===== src/rtl/sum_sq_accum.sv =====
// Frame-based sum-of-squares accumulator with saturation and a ready/valid
// result handshake toward a downstream 32-bit square-root stage.
module sum_sq_accum #(
    parameter int unsigned LEN_W = 8
) (
    input  logic             clk,
    input  logic             rst_n,
    input  logic             start,
    input  logic [LEN_W-1:0] len,
    input  logic             in_valid,
    output logic             in_ready,
    input  logic [15:0]      in_data,
    output logic             out_valid,
    input  logic             out_ready,
    output logic [31:0]      out_sum,
    output logic             out_sat,
    output logic             busy
);

    typedef enum logic [1:0] {
        IDLE  = 2'd0,
        ACCUM = 2'd1,
        HOLD  = 2'd2
    } state_e;

    state_e           state_q, state_d;
    logic [31:0]      acc_q, acc_d;
    logic [LEN_W-1:0] cnt_q, cnt_d;
    logic             sat_q, sat_d;

    logic signed [31:0] sq;
    logic [32:0]        sum33;
    logic               accept;

    // A signed square is never negative, so the top product bit is always zero.
    assign sq     = $signed(in_data) * $signed(in_data);
    assign sum33  = {1'b0, acc_q} + {1'b0, sq};
    assign accept = in_valid && (state_q == ACCUM);

    always_comb begin
        state_d = state_q;
        acc_d   = acc_q;
        cnt_d   = cnt_q;
        sat_d   = sat_q;
        unique case (state_q)
            IDLE: begin
                if (start) begin
                    acc_d = '0;
                    sat_d = 1'b0;
                    cnt_d = len;
                    if (len == '0) begin
                        state_d = HOLD;
                    end else begin
                        state_d = ACCUM;
                    end
                end
            end
            ACCUM: begin
                if (accept) begin
                    if (sum33[32] || sat_q) begin
                        acc_d = '1;
                        sat_d = 1'b1;
                    end else begin
                        acc_d = sum33[31:0];
                    end
                    cnt_d = cnt_q - LEN_W'(1);
                    if (cnt_q == LEN_W'(1)) begin
                        state_d = HOLD;
                    end
                end
            end
            HOLD: begin
                if (out_ready) begin
                    state_d = IDLE;
                end
            end
            default: state_d = IDLE;
        endcase
    end

    always_ff @(posedge clk or negedge rst_n) begin
        if (!rst_n) begin
            state_q <= IDLE;
            acc_q   <= '0;
            cnt_q   <= '0;
            sat_q   <= 1'b0;
        end else begin
            state_q <= state_d;
            acc_q   <= acc_d;
            cnt_q   <= cnt_d;
            sat_q   <= sat_d;
        end
    end

    assign in_ready  = (state_q == ACCUM);
    assign out_valid = (state_q == HOLD);
    assign busy      = (state_q != IDLE);
    assign out_sum   = acc_q;
    assign out_sat   = sat_q;

endmodule


===== config.mk =====
export PLATFORM = sky130hd
export DESIGN_NAME = sum_sq_accum
export DESIGN_NICKNAME = d
export VERILOG_FILES = /design/src/rtl/sum_sq_accum.sv
export SDC_FILE = /design/constraint.sdc
export NUM_CORES = 1
export LEC_CHECK = 0
export CORE_MARGIN = 2
export CORE_UTILIZATION = 57
export CTS_BUF_LIST = sky130_fd_sc_hd__clkbuf_16
export DETAILED_ROUTE_END_ITERATION = 16
export GPL_ROUTABILITY_DRIVEN = 0
export PLACE_DENSITY_LB_ADDON = 0.12
export SYNTH_ARGS = -nofsm -noshare
export SYNTH_HDL_FRONTEND = slang
export SYNTH_SLANG_ARGS = --single-unit
export TNS_END_PERCENT = 30

===== constraint.sdc =====
create_clock -name clk -period 3.4 [get_ports clk]
set_input_delay 0.34 -clock clk [delete_from_list [all_inputs] [get_ports clk]]
set_output_delay 0.34 -clock clk [all_outputs]
set_load 0.03 [all_outputs]

**After elaboration in Yosys (flattened, before gate mapping)**

Index checks and enable logic that the tools add are counted.

- Bits of input ports: 29
- Output and inout bits: 36
- Register bits after elaboration: 43

- $add $sub $neg: 2
- Reduce and logical (&&, ||, !) cells: 9
- Mux-type cells: 17
- $mul: 1
- Equal/unequal tests: 8

Operators by type and width:

| kind | number |
|---|---|
| $mux 32 | 3 |
| $pmux 32 s2 | 1 |
| $add 32x32->33 | 1 |
| $mul 16x16->32 | 1 |
| $mux 8 | 2 |
| $pmux 8 s2 | 1 |
| $mux 2 | 5 |
| $eq 8x1->1 const B | 1 |
| $logic_not 8->1 | 1 |
| $ne 2x1->1 const B | 4 |
| $reduce_and 4->1 | 2 |
| $sub 8x1->8 const B | 1 |
| $pmux 2 s3 | 1 |
| $reduce_bool 2->1 | 2 |
| $mux 1 | 3 |
| $reduce_and 3->1 | 1 |
| $eq 2x1->1 const B | 1 |
| $eq 2x2->1 const B | 1 |
| $logic_not 2->1 | 1 |
| $ne 2x2->1 const B | 1 |
| $pmux 1 s2 | 1 |
| $logic_and 1x1->1 | 1 |
| $logic_or 1x1->1 | 1 |

**Logic depth before layout (Yosys ltp)**

Gate-level depths: netlist of the first run.

- Depth in word-level cells: 6
- Gate-level depth with buffers: 34
- Mapped depth without buffers: 31

**Worst setup path before layout of the first run**

OpenSTA, ideal clock, no wires.

- Path type: input to register
- From: input in_data[15]
- To: register acc_q[26], in the netlist out_sum[26]
- Path buffers: 3
- Library setup time: 0.126 ns
- Required time: 3.274 ns
- Cell stages on the path: 28
- Slack: -4.215 ns
- Data arrival time: 7.489 ns
- Path through: clkbuf_1 inv_1 buf_1 nor2_1 fa_1 fa_1 fa_1 fa_1 fa_1 inv_1 fa_1 inv_1 ha_1 a21o_1 nor2_1 and4_1 o311a_1 o21ai_0 a21oi_1 xnor2_1 ha_1 a21oi_1 o21ai_0 o41ai_1 o21ai_2 and2_0 buf_2 a221o_1

- Word-level cells in the longest chain between the ends: 6

RTL lines:

| what | RTL line | source |
|---|---|---|
| from (decl) | 12 | `input logic [15:0] in_data,` |
| $mul 16x16->32 (*) | 36 | `assign sq = $signed(in_data) * $signed(in_data);` |
| $add 32x32->33 (*) | 37 | `assign sum33 = {1'b0, acc_q} + {1'b0, sq};` |
| $logic_or 1x1->1 | 60 | `if (sum33[32] \|\| sat_q) begin` |
| $mux 32 (*) | 60 |  |
| $mux 32 (*) | 59 | `if (accept) begin` |
| $pmux 32 s2 (*) | 45 | `unique case (state_q)` |
| to (signal assigned) | 84 | `acc_q <= '0;` |
| to (signal assigned) | 89 | `acc_q <= acc_d;` |
| to (decl) | 27 | `logic [31:0] acc_q, acc_d;` |

Every way passes the cells marked *; elsewhere a longest branch is shown, timed or not. The select of a mux whose other input is x is not followed.
A chain may end at the register's enable or synchronous reset.

**Worst setup path after layout of the first run**

- From: input in_data[3]
- To: register acc_q[4], in the netlist out_sum[4]

The elaborated chain is that of the path after synthesis.

==> results of run 1 <==
==> worst paths after layout <==
| path | start | endpoint | slack [ns] | cells after the start |
|---|---|---|---|---|
| worst min-delay path | rst_n | cnt_q[2] | 0.20 | 1 |
| worst max-delay path | in_data[3] | out_sum[4] | -4.02 | 31 |
| min in group clk | cnt_q[6] | cnt_q[6] | 0.50 | 2 |
| max in group asynchronous | rst_n | out_sum[6] | 2.58 | 1 |
| worst min register to register | cnt_q[6] | cnt_q[6] | 0.50 | 2 |
| worst max register to register | out_sum[0] | out_sum[4] | 0.44 | 11 |
==> sequential cells by signal, summed over array words and instances, names as in the netlist <==
register	flops
out_sat	1
cnt_q	8
out_sum	32
state_q	2
==> worst max-delay path: cells and delay by family <==
family | cells | cell delay (ns)
AND/OR/NAND/NOR | 3 | 0.36
adder cells (fa/ha/maj) | 8 | 3.49
XOR/XNOR | 1 | 0.16
AO/OA/AOI/OAI | 13 | 2.48
buffers and inverters | 6 | 0.74
==> repair_timing <==
| item | CTS | global route |
|---|---|---|
| hold buffers | 0 | 0 |
| setup buffers | 31 | 9 |
| gates cloned | 3 | 2 |
| setup endpoints to repair | 33 | 33 |
| resized for setup | 194 | 108 |
| pin swaps | 116 | 73 |
==> through the flow <==
stage	setup slack [ns]	hold WS [ns]
2_1_floorplan	-3.72	0.0444
3_3_place_gp	-4.51	0.484
3_5_place_dp	-4.61	0.491
4_1_cts	-3.70	0.244
5_1_grt	-4.21	0.298
6_report	-4.02	0.198
==> layer usage <==
layer	GRT usage [%]	share of wire, %	vias up
li1	-	-	5240
met1	36.5	40	5572
met2	52.6	54	261
met3	2.22	3.1	91
met5	0	0	-
met4	6.63	3.1	0
==> cell usage after synthesis, drive strengths merged (2+ instances only) <==
library cell,count,share of area [%]
o21bai,10,0.60
a221oi,4,0.28
or2,3,0.15
nor2,79,2.4
ha,122,12
a32oi,2,0.14
nor3b,2,0.12
and3,7,0.35
nand4,2,0.10
nor3,13,0.52
inv,342,10
o211ai,5,0.30
nor4,5,0.25
xor2,15,1.1
a221o,6,0.48
and2,44,2.2
o21ai,73,3.0
a22o,2,0.14
clkbuf,34,1.0
nand2b,13,0.65
a21boi,3,0.18
o31ai,6,0.47
a22oi,5,0.30
a311o,2,0.16
xnor2,45,3.2
nor2b,8,0.40
a21oi,59,2.4
and4,2,0.14
nand2,147,4.4
a211o,2,0.14
mux2,2,0.18
o21a,9,0.54
nand3b,2,0.12
o31a,3,0.21
dfrtp,43,8.6
a31o,4,0.28
nand3,15,0.60
or3,5,0.25
buf,6,0.27
a31oi,11,0.60
fa,237,38
a211oi,8,0.48
a21o,20,1.2
==> final cells by class <==
| class | count | area, sq um | area share (%) |
|---|---|---|---|
| Multi-Input combinational cell | 1012 | 10800 | 63.6 |
| Timing Repair Buffer | 396 | 3310 | 19.5 |
| Inverter | 343 | 1290 | 7.62 |
| Sequential cell | 43 | 1080 | 6.35 |
| Tap cell | 280 | 350 | 2.07 |
| Clock buffer | 5 | 125 | 0.738 |
| Clock inverter | 3 | 15.0 | 0.0885 |
==> kinds of logic (layout without fill, tap and decap cells) <==
family,after synthesis,after routing,synth area share [%]
AND/OR/NAND/NOR,348,348,12.7
flip-flops,43,43,8.61
XOR/XNOR,60,60,4.20
adder cells (fa/ha/maj),359,359,50.2
multiplexers,2,2,0.180
AO/OA/AOI/OAI,243,243,12.5
buffers and inverters,383,747,11.6
==> impl_metrics.toml, run 1 <==
[floorplanning]
die_area_sq_um = 23100
fp-row-count = 54
die_w_um = 152
die_y_um = 152
initial_core_util_pct = 57.6
coreArea_sq_um = 21700
io_pins = 65

[sta]
final-max-slew-violation-count = 0
min_period_over_period_pct = 218
finalSetupViolCount = 33
tightest_slew_ns = 0.987
slew_headroom_pct = 34.2
period_minus_slack_ns = 7.42
hold_violations = 0
rsz0062_at_grt = "true"
max_freq_mhz = 135
setup_ws_ns = -4.02
fin_tns_setup_ns = -129.42
skew_ns = 0.00581

[worst_setup_path]
worst-endpoint-arrival_ns = 7.61
max_stage_delay_ns = 0.62
crit_fanout = 12
path_class = "in -> reg"
crit_path_end_kind = "flop"
crit_top_cell = "fa_1"
required_ns = 3.58
critPathLaunchType = "input pin"
critPathSlowestCell = "fa_1"

[logic_synthesis]
yosysWarnings = 0
synthFlopType = "dfrtp_1"
synth_edf_count = 0
avgSynthCellArea_sq_um = 8.69
ys_seq_area_share_pct = 8.61
synthArstFlopShare_pct = 100
synthesis.nets = 1826
ys_ff_latch = 43
netlist_instances = 1438
yosys.cell_types.count = 63
syn_area_sq_um = 12500

[finish]
syn_to_final_growth_pct = 35.7
layout_commonest_cell = "inv_1"
fin_nets = 2189
final_area_sq_um = 17000
mostFrequentLayoutCells = "inv_1 (323), buf_4 (291), fa_1 (221)"
diodes = 0
utilization_pct = 78.2
fin_cells = 2082
n_fill_cell = 1450
drive_gt1_share_pct = 28.8

[clocking]
clkTransAtPathRegs_ns = 0.06
insertion_delay_ns = 0.29
numCtsBuffers = 5
cts_max_path_buffers = 2
cts-root-buf = "clkbuf_16"
cts_tree = "done"
htree_levels = 2
cts_sinks = 43

[placement]
place_area_sq_um = 15700
place_inst = 2034
dp_hpwl_um = 26200
numPortBuffers = 64

[global_routing]
grt_pass1_vias = 11700
gr-total-overflow = 0
antenna_found_initial = 0
grt_pass1_wl_um = 54400
grt_max_degree = 44
grt.total_usage_pct = 28.5

[run_status]
violations = "negative setup slack"
outcome = "complete, but fails checks"

[run]
max_cap_viol_count = 0

[drt]
wl_um = 33900
drt_iter0_drc = 525
ant_nets = 0
dr_total_vias = 11200
drc = 0
wl_per_cell_um = 16.3
vias_per_cell = 5.36
firstDrtPassIters = 5

[worst_hold_path]
hold_path_class = "in -> async"
Power of run 1 is not shown: default switching activity piles up to over one toggle a cycle in this logic, so the estimate is an artifact.
==> run 2: changes to the inputs <==
CORE_MARGIN = 5   (was 2)
==> run 2 against run 1 <==
- the run still ends with negative setup slack left
- register-to-register slack gained 0.12 ns
- first-iteration DRC count down 12%
- cell area fell by 1.9%
- highest routed layer unchanged
- sequential share of layout area up 0.12 points
- non-clock buffer count down 15
- die area increased by 8.0%
- critical path depth shrank 1
==> impl_metrics.toml, run 2 (synthesis gave the netlist of run 1 again) <==
[run_status]
outcome = "complete, but fails checks"
violations = "negative setup slack"

[worst_setup_path]
rr_endpoint = "out_sum[4]"
reg2regPathDepth = 11
crit_path_end_kind = "flop"
r2r_slack_ns = 0.56
reg2reg_from = "out_sum[0]"
crit_start = "in_data[3]"
endpoint = "out_sum[4]"
critPathSlowestCell = "fa_2"
crit_fanout = 24
critPathLaunchType = "input pin"
max_stage_delay_ns = 0.60
worst-endpoint-arrival_ns = 7.25
path_class = "in -> reg"
required_ns = 3.58

[sta]
hold_violations = 0
tightest_slew_ns = 0.949
final-max-slew-violation-count = 0
finalSetupViolCount = 33
rsz0062_at_grt = "true"
min_period_over_period_pct = 208
slew_headroom_pct = 36.7
max_freq_mhz = 142
setup_ws_ns = -3.67
period_minus_slack_ns = 7.07
skew_ns = 0.00493

[drt]
dr_total_vias = 10900
wl_per_cell_um = 15.5
ant_nets = 0
wl_um = 32000
drc = 0
vias_per_cell = 5.25
firstDrtPassIters = 4
drt_iter0_drc = 463

[finish]
diodes = 0
largest_register_ffs = 32
mostFrequentLayoutCells = "inv_1 (323), buf_4 (288), fa_1 (221)"
drive_gt1_share_pct = 27.1
layout_commonest_cell = "inv_1"
syn_to_final_growth_pct = 33.1
fin_cells = 2067
n_fill_cell = 1529
fin_nets = 2174

[global_routing]
gr-total-overflow = 0
antenna_found_initial = 0
grt_max_degree = 44
grt.total_usage_pct = 26.5
grt_pass1_wl_um = 53800
grt_pass1_vias = 11800

[placement]
numPortBuffers = 64
dp_hpwl_um = 26900
place_inst = 2032

[floorplanning]
die_y_um = 158
die_w_um = 158
coreArea_sq_um = 21700
die_area_sq_um = 25000
initial_core_util_pct = 57.6
fp-row-count = 54
io_pins = 65

[clocking]
cts-root-buf = "clkbuf_16"
insertion_delay_ns = 0.29
cts_sinks = 43
htree_levels = 2
clkTransAtPathRegs_ns = 0.06
cts_max_path_buffers = 2
numCtsBuffers = 5
cts_tree = "done"

[worst_hold_path]
hold_path_class = "in -> async"

[run]
max_cap_viol_count = 0
==> run 2: cell types whose count changed in the layout (fill, tap and decap cells not counted), moves of 3 or more <==
cell / delta
nand2_4: -3
buf_6: -13
o21ai_0: +10
o21ai_2: -7
buf_4: -3
==> run 2: per-layer routing <==
metal	part of all wire [%]	global-route usage, %	vias to the layer above	wire length [um]
met1	40	32.3	5373	12700
met5	0	0	-	0
met4	2.7	7.11	0	874
met3	3.1	2.65	73	996
met2	54	49.7	210	17400
li1	-	-	5202	-
==> run 2: cell type report <==
| class | instances | area, sq um | area share [%] |
|---|---|---|---|
| Clock inverter | 3 | 43.8 | 0.263 |
| Clock buffer | 5 | 125 | 0.752 |
| Inverter | 343 | 1290 | 7.74 |
| Sequential cell | 43 | 1080 | 6.47 |
| Tap cell | 280 | 350 | 2.11 |
| Timing Repair Buffer | 381 | 3150 | 18.9 |
| Multi-Input combinational cell | 1012 | 10600 | 63.7 |
==> run 2: timing repair <==
item | CTS | global route
pin swaps | 75 | 46
hold endpoints to repair | 0 | 0
setup buffers | 20 | 9
endpoints found under the setup margin | 33 | 33
hold buffers | 0 | 0
resized for setup | 176 | 65
==> run 2: metrics by stage <==
stage | instance area [sq um] | worst slack [ns] | util [%] | hold slack [ns] | TNS, ns
6_report | 16600 | -3.67 | 76.7 | 0.179 | -118.03
5_1_grt | 16600 | -3.97 | 76.7 | 0.265 | -128.37
4_1_cts | 16300 | -3.63 | 75.2 | 0.218 | -117.05
3_5_place_dp | 15700 | -4.59 | 72.2 | 0.496 | -147.34
3_3_place_gp | 15700 | -4.54 | 72.2 | 0.482 | -142.41
2_1_floorplan | 12700 | -3.72 | - | 0.0444 | -117.86
==> run 2: worst max-delay path, delay by kind of cell <==
family                     cells  cell delay (ns)
buffers and inverters          5             0.67
and+or+nand+nor                4             0.50
AOI/OAI and AO/OA             13             2.17
adders and majority gates      8             3.54
==> run 2: how the worst min path moves through the flow <==
stage | start | end | slack, ns | depth (start not counted)
final | rst_n | cnt_q[4] | 0.18 | 1
after floorplan | rst_n | cnt_q[0] | 0.04 | 0
after global placement | cnt_q[4] | cnt_q[4] | 0.48 | 2
after CTS | rst_n | cnt_q[2] | 0.22 | 1
after detailed placement | out_sum[0] | out_sum[0] | 0.50 | 2
after global routing | rst_n | cnt_q[2] | 0.26 | 1
Power of run 2 is left out for the same reason.
==> run 3: changes to the inputs <==
REMOVE_ABC_BUFFERS = 1   (was unset)
==> run 3 against run 2 <==
- final cell count up 1.7%
- maximum frequency shrank 4.7%
- utilization is 2.8 points higher
- register-to-register slack worse by 0.13 ns
- highest routed layer unchanged
- the flow still finishes with violations (negative setup slack)
- sequential share of layout area decreased by 0.23 points
- flip-flop and latch count is the same
- non-clock buffer count increased by 35
- clock skew rose by 0.00052 ns
- global-route usage increased by 1.3 points
- critical endpoint unchanged
- critical path depth grew 1
- worst hold slack better by 0.015 ns
- die area unchanged
==> impl_metrics.toml, run 3 (synthesis gave the netlist of run 1 again) <==
[drt]
drt_iter0_drc = 734
firstDrtPassIters = 6
dr_total_vias = 11300
wl_per_cell_um = 16.7
wl_um = 35200
ant_nets = 0
vias_per_cell = 5.39
drc = 0

[worst_setup_path]
worst-endpoint-arrival_ns = 7.60
critPathBufInv = 9
crit_path_end_kind = "flop"
crit_fanout = 7
max_stage_delay_ns = 0.62
crit_top_cell = "fa_1"
critPathSlowestCell = "fa_2"
cp_top_family = "adder cells"
critPathLaunchType = "input pin"
path_class = "in -> reg"
required_ns = 3.59

[sta]
skew_ns = 0.00546
max_freq_mhz = 135
rsz0062_at_grt = "true"
period_minus_slack_ns = 7.41
slew_headroom_pct = 35.0
tightest_slew_ns = 0.975
finalSetupViolCount = 33
min_period_over_period_pct = 218
hold_violations = 0
whs_ns = 0.194
setup_ws_ns = -4.01
final-max-slew-violation-count = 0

[global_routing]
grt_pass1_wl_um = 56400
grt_pass1_vias = 12100
antenna_found_initial = 0
grt.total_usage_pct = 27.8
gr-total-overflow = 0
grt_max_degree = 44

[placement]
dp_hpwl_um = 26200
numPortBuffers = 64

[finish]
fin_nets = 2209
diodes = 0
utilization_pct = 79.5
largest_register_ffs = 32
mostFrequentLayoutCells = "inv_1 (321), buf_4 (313), fa_1 (224)"
syn_to_final_growth_pct = 38.0
n_fill_cell = 1385
drive_gt1_share_pct = 30.0
layout_commonest_cell = "inv_1"

[clocking]
insertion_delay_ns = 0.30
htree_levels = 2
cts_sinks = 43
clkTransAtPathRegs_ns = 0.07
hold_buffers = 0
cts_tree = "done"
cts-root-buf = "clkbuf_16"
numCtsBuffers = 5
cts_max_path_buffers = 2

[floorplanning]
coreArea_sq_um = 21700
fp-row-count = 54
die_w_um = 158
initial_core_util_pct = 57.6
io_pins = 65
die_y_um = 158
die_area_sq_um = 25000

[run]
max_cap_viol_count = 0

[worst_hold_path]
hold_path_class = "in -> async"

[run_status]
outcome = "complete, but fails checks"
violations = "negative setup slack"
==> run 3: timing repair <==
item	in CTS	in global routing
resized for setup	184	140
pin swaps	60	76
setup endpoints to repair	33	33
cloned	4	3
setup buffers	33	18
==> run 3: worst register-to-register path: stages (launching register included) <==
cell,delay (ns)
dfrtp_1,0.42
ha_1,0.21
ha_1,0.20
a211oi_1,0.36
o21ai_1,0.13
a21oi_1,0.27
o221a_2,0.29
o31a_1,0.31
o21ai_4,0.16
buf_12,0.18
o21bai_1,0.15
a22o_1,0.17
==> run 3: area by class of cell <==
cell class	count	area (sq um)	area share, %
multi-input combinational	1012	10800	62.5
timing repair buffer	416	3550	20.6
inverter	343	1290	7.50
sequential	43	1080	6.24
tap	280	350	2.03
clock buffer	5	125	0.726
clock inverter	3	71.3	0.414
==> run 3: path summary, 6_finish.rpt <==
path,from,endpoint,slack [ns],cells past startpoint
worst max register to register,out_sum[0],out_sum[4],0.43,11
worst min register to register,cnt_q[4],cnt_q[4],0.51,2
min in group clk,cnt_q[4],cnt_q[4],0.51,2
worst max-delay path,in_data[5],out_sum[4],-4.01,31
max in group asynchronous,rst_n,out_sum[1],2.59,1
worst min-delay path,rst_n,state_q[1],0.19,1
==> run 3: routing by layer <==
| metal | track usage (%) | up-vias | wire, um |
|---|---|---|---|
| met5 | 0 | - | 0 |
| met4 | 8.04 | 0 | 1070 |
| met3 | 4.29 | 99 | 1840 |
| met2 | 51.4 | 357 | 18900 |
| met1 | 33.5 | 5623 | 13400 |
| li1 | - | 5249 | - |
==> run 3: stage by stage <==
step | instance area [sq um] | worst slack, ns | TNS (ns) | cells
floorplan | 12300 | -3.97 | -125.32 | 1398
global placement | 15600 | -4.59 | -147.52 | 2037
detailed placement | 15600 | -4.83 | -154.83 | 2037
CTS | 16600 | -3.78 | -121.99 | 2081
global route | 17200 | -4.25 | -137.64 | 2102
finish | 17200 | -4.01 | -130.06 | 2102
Power of run 3 is left out for the same reason.
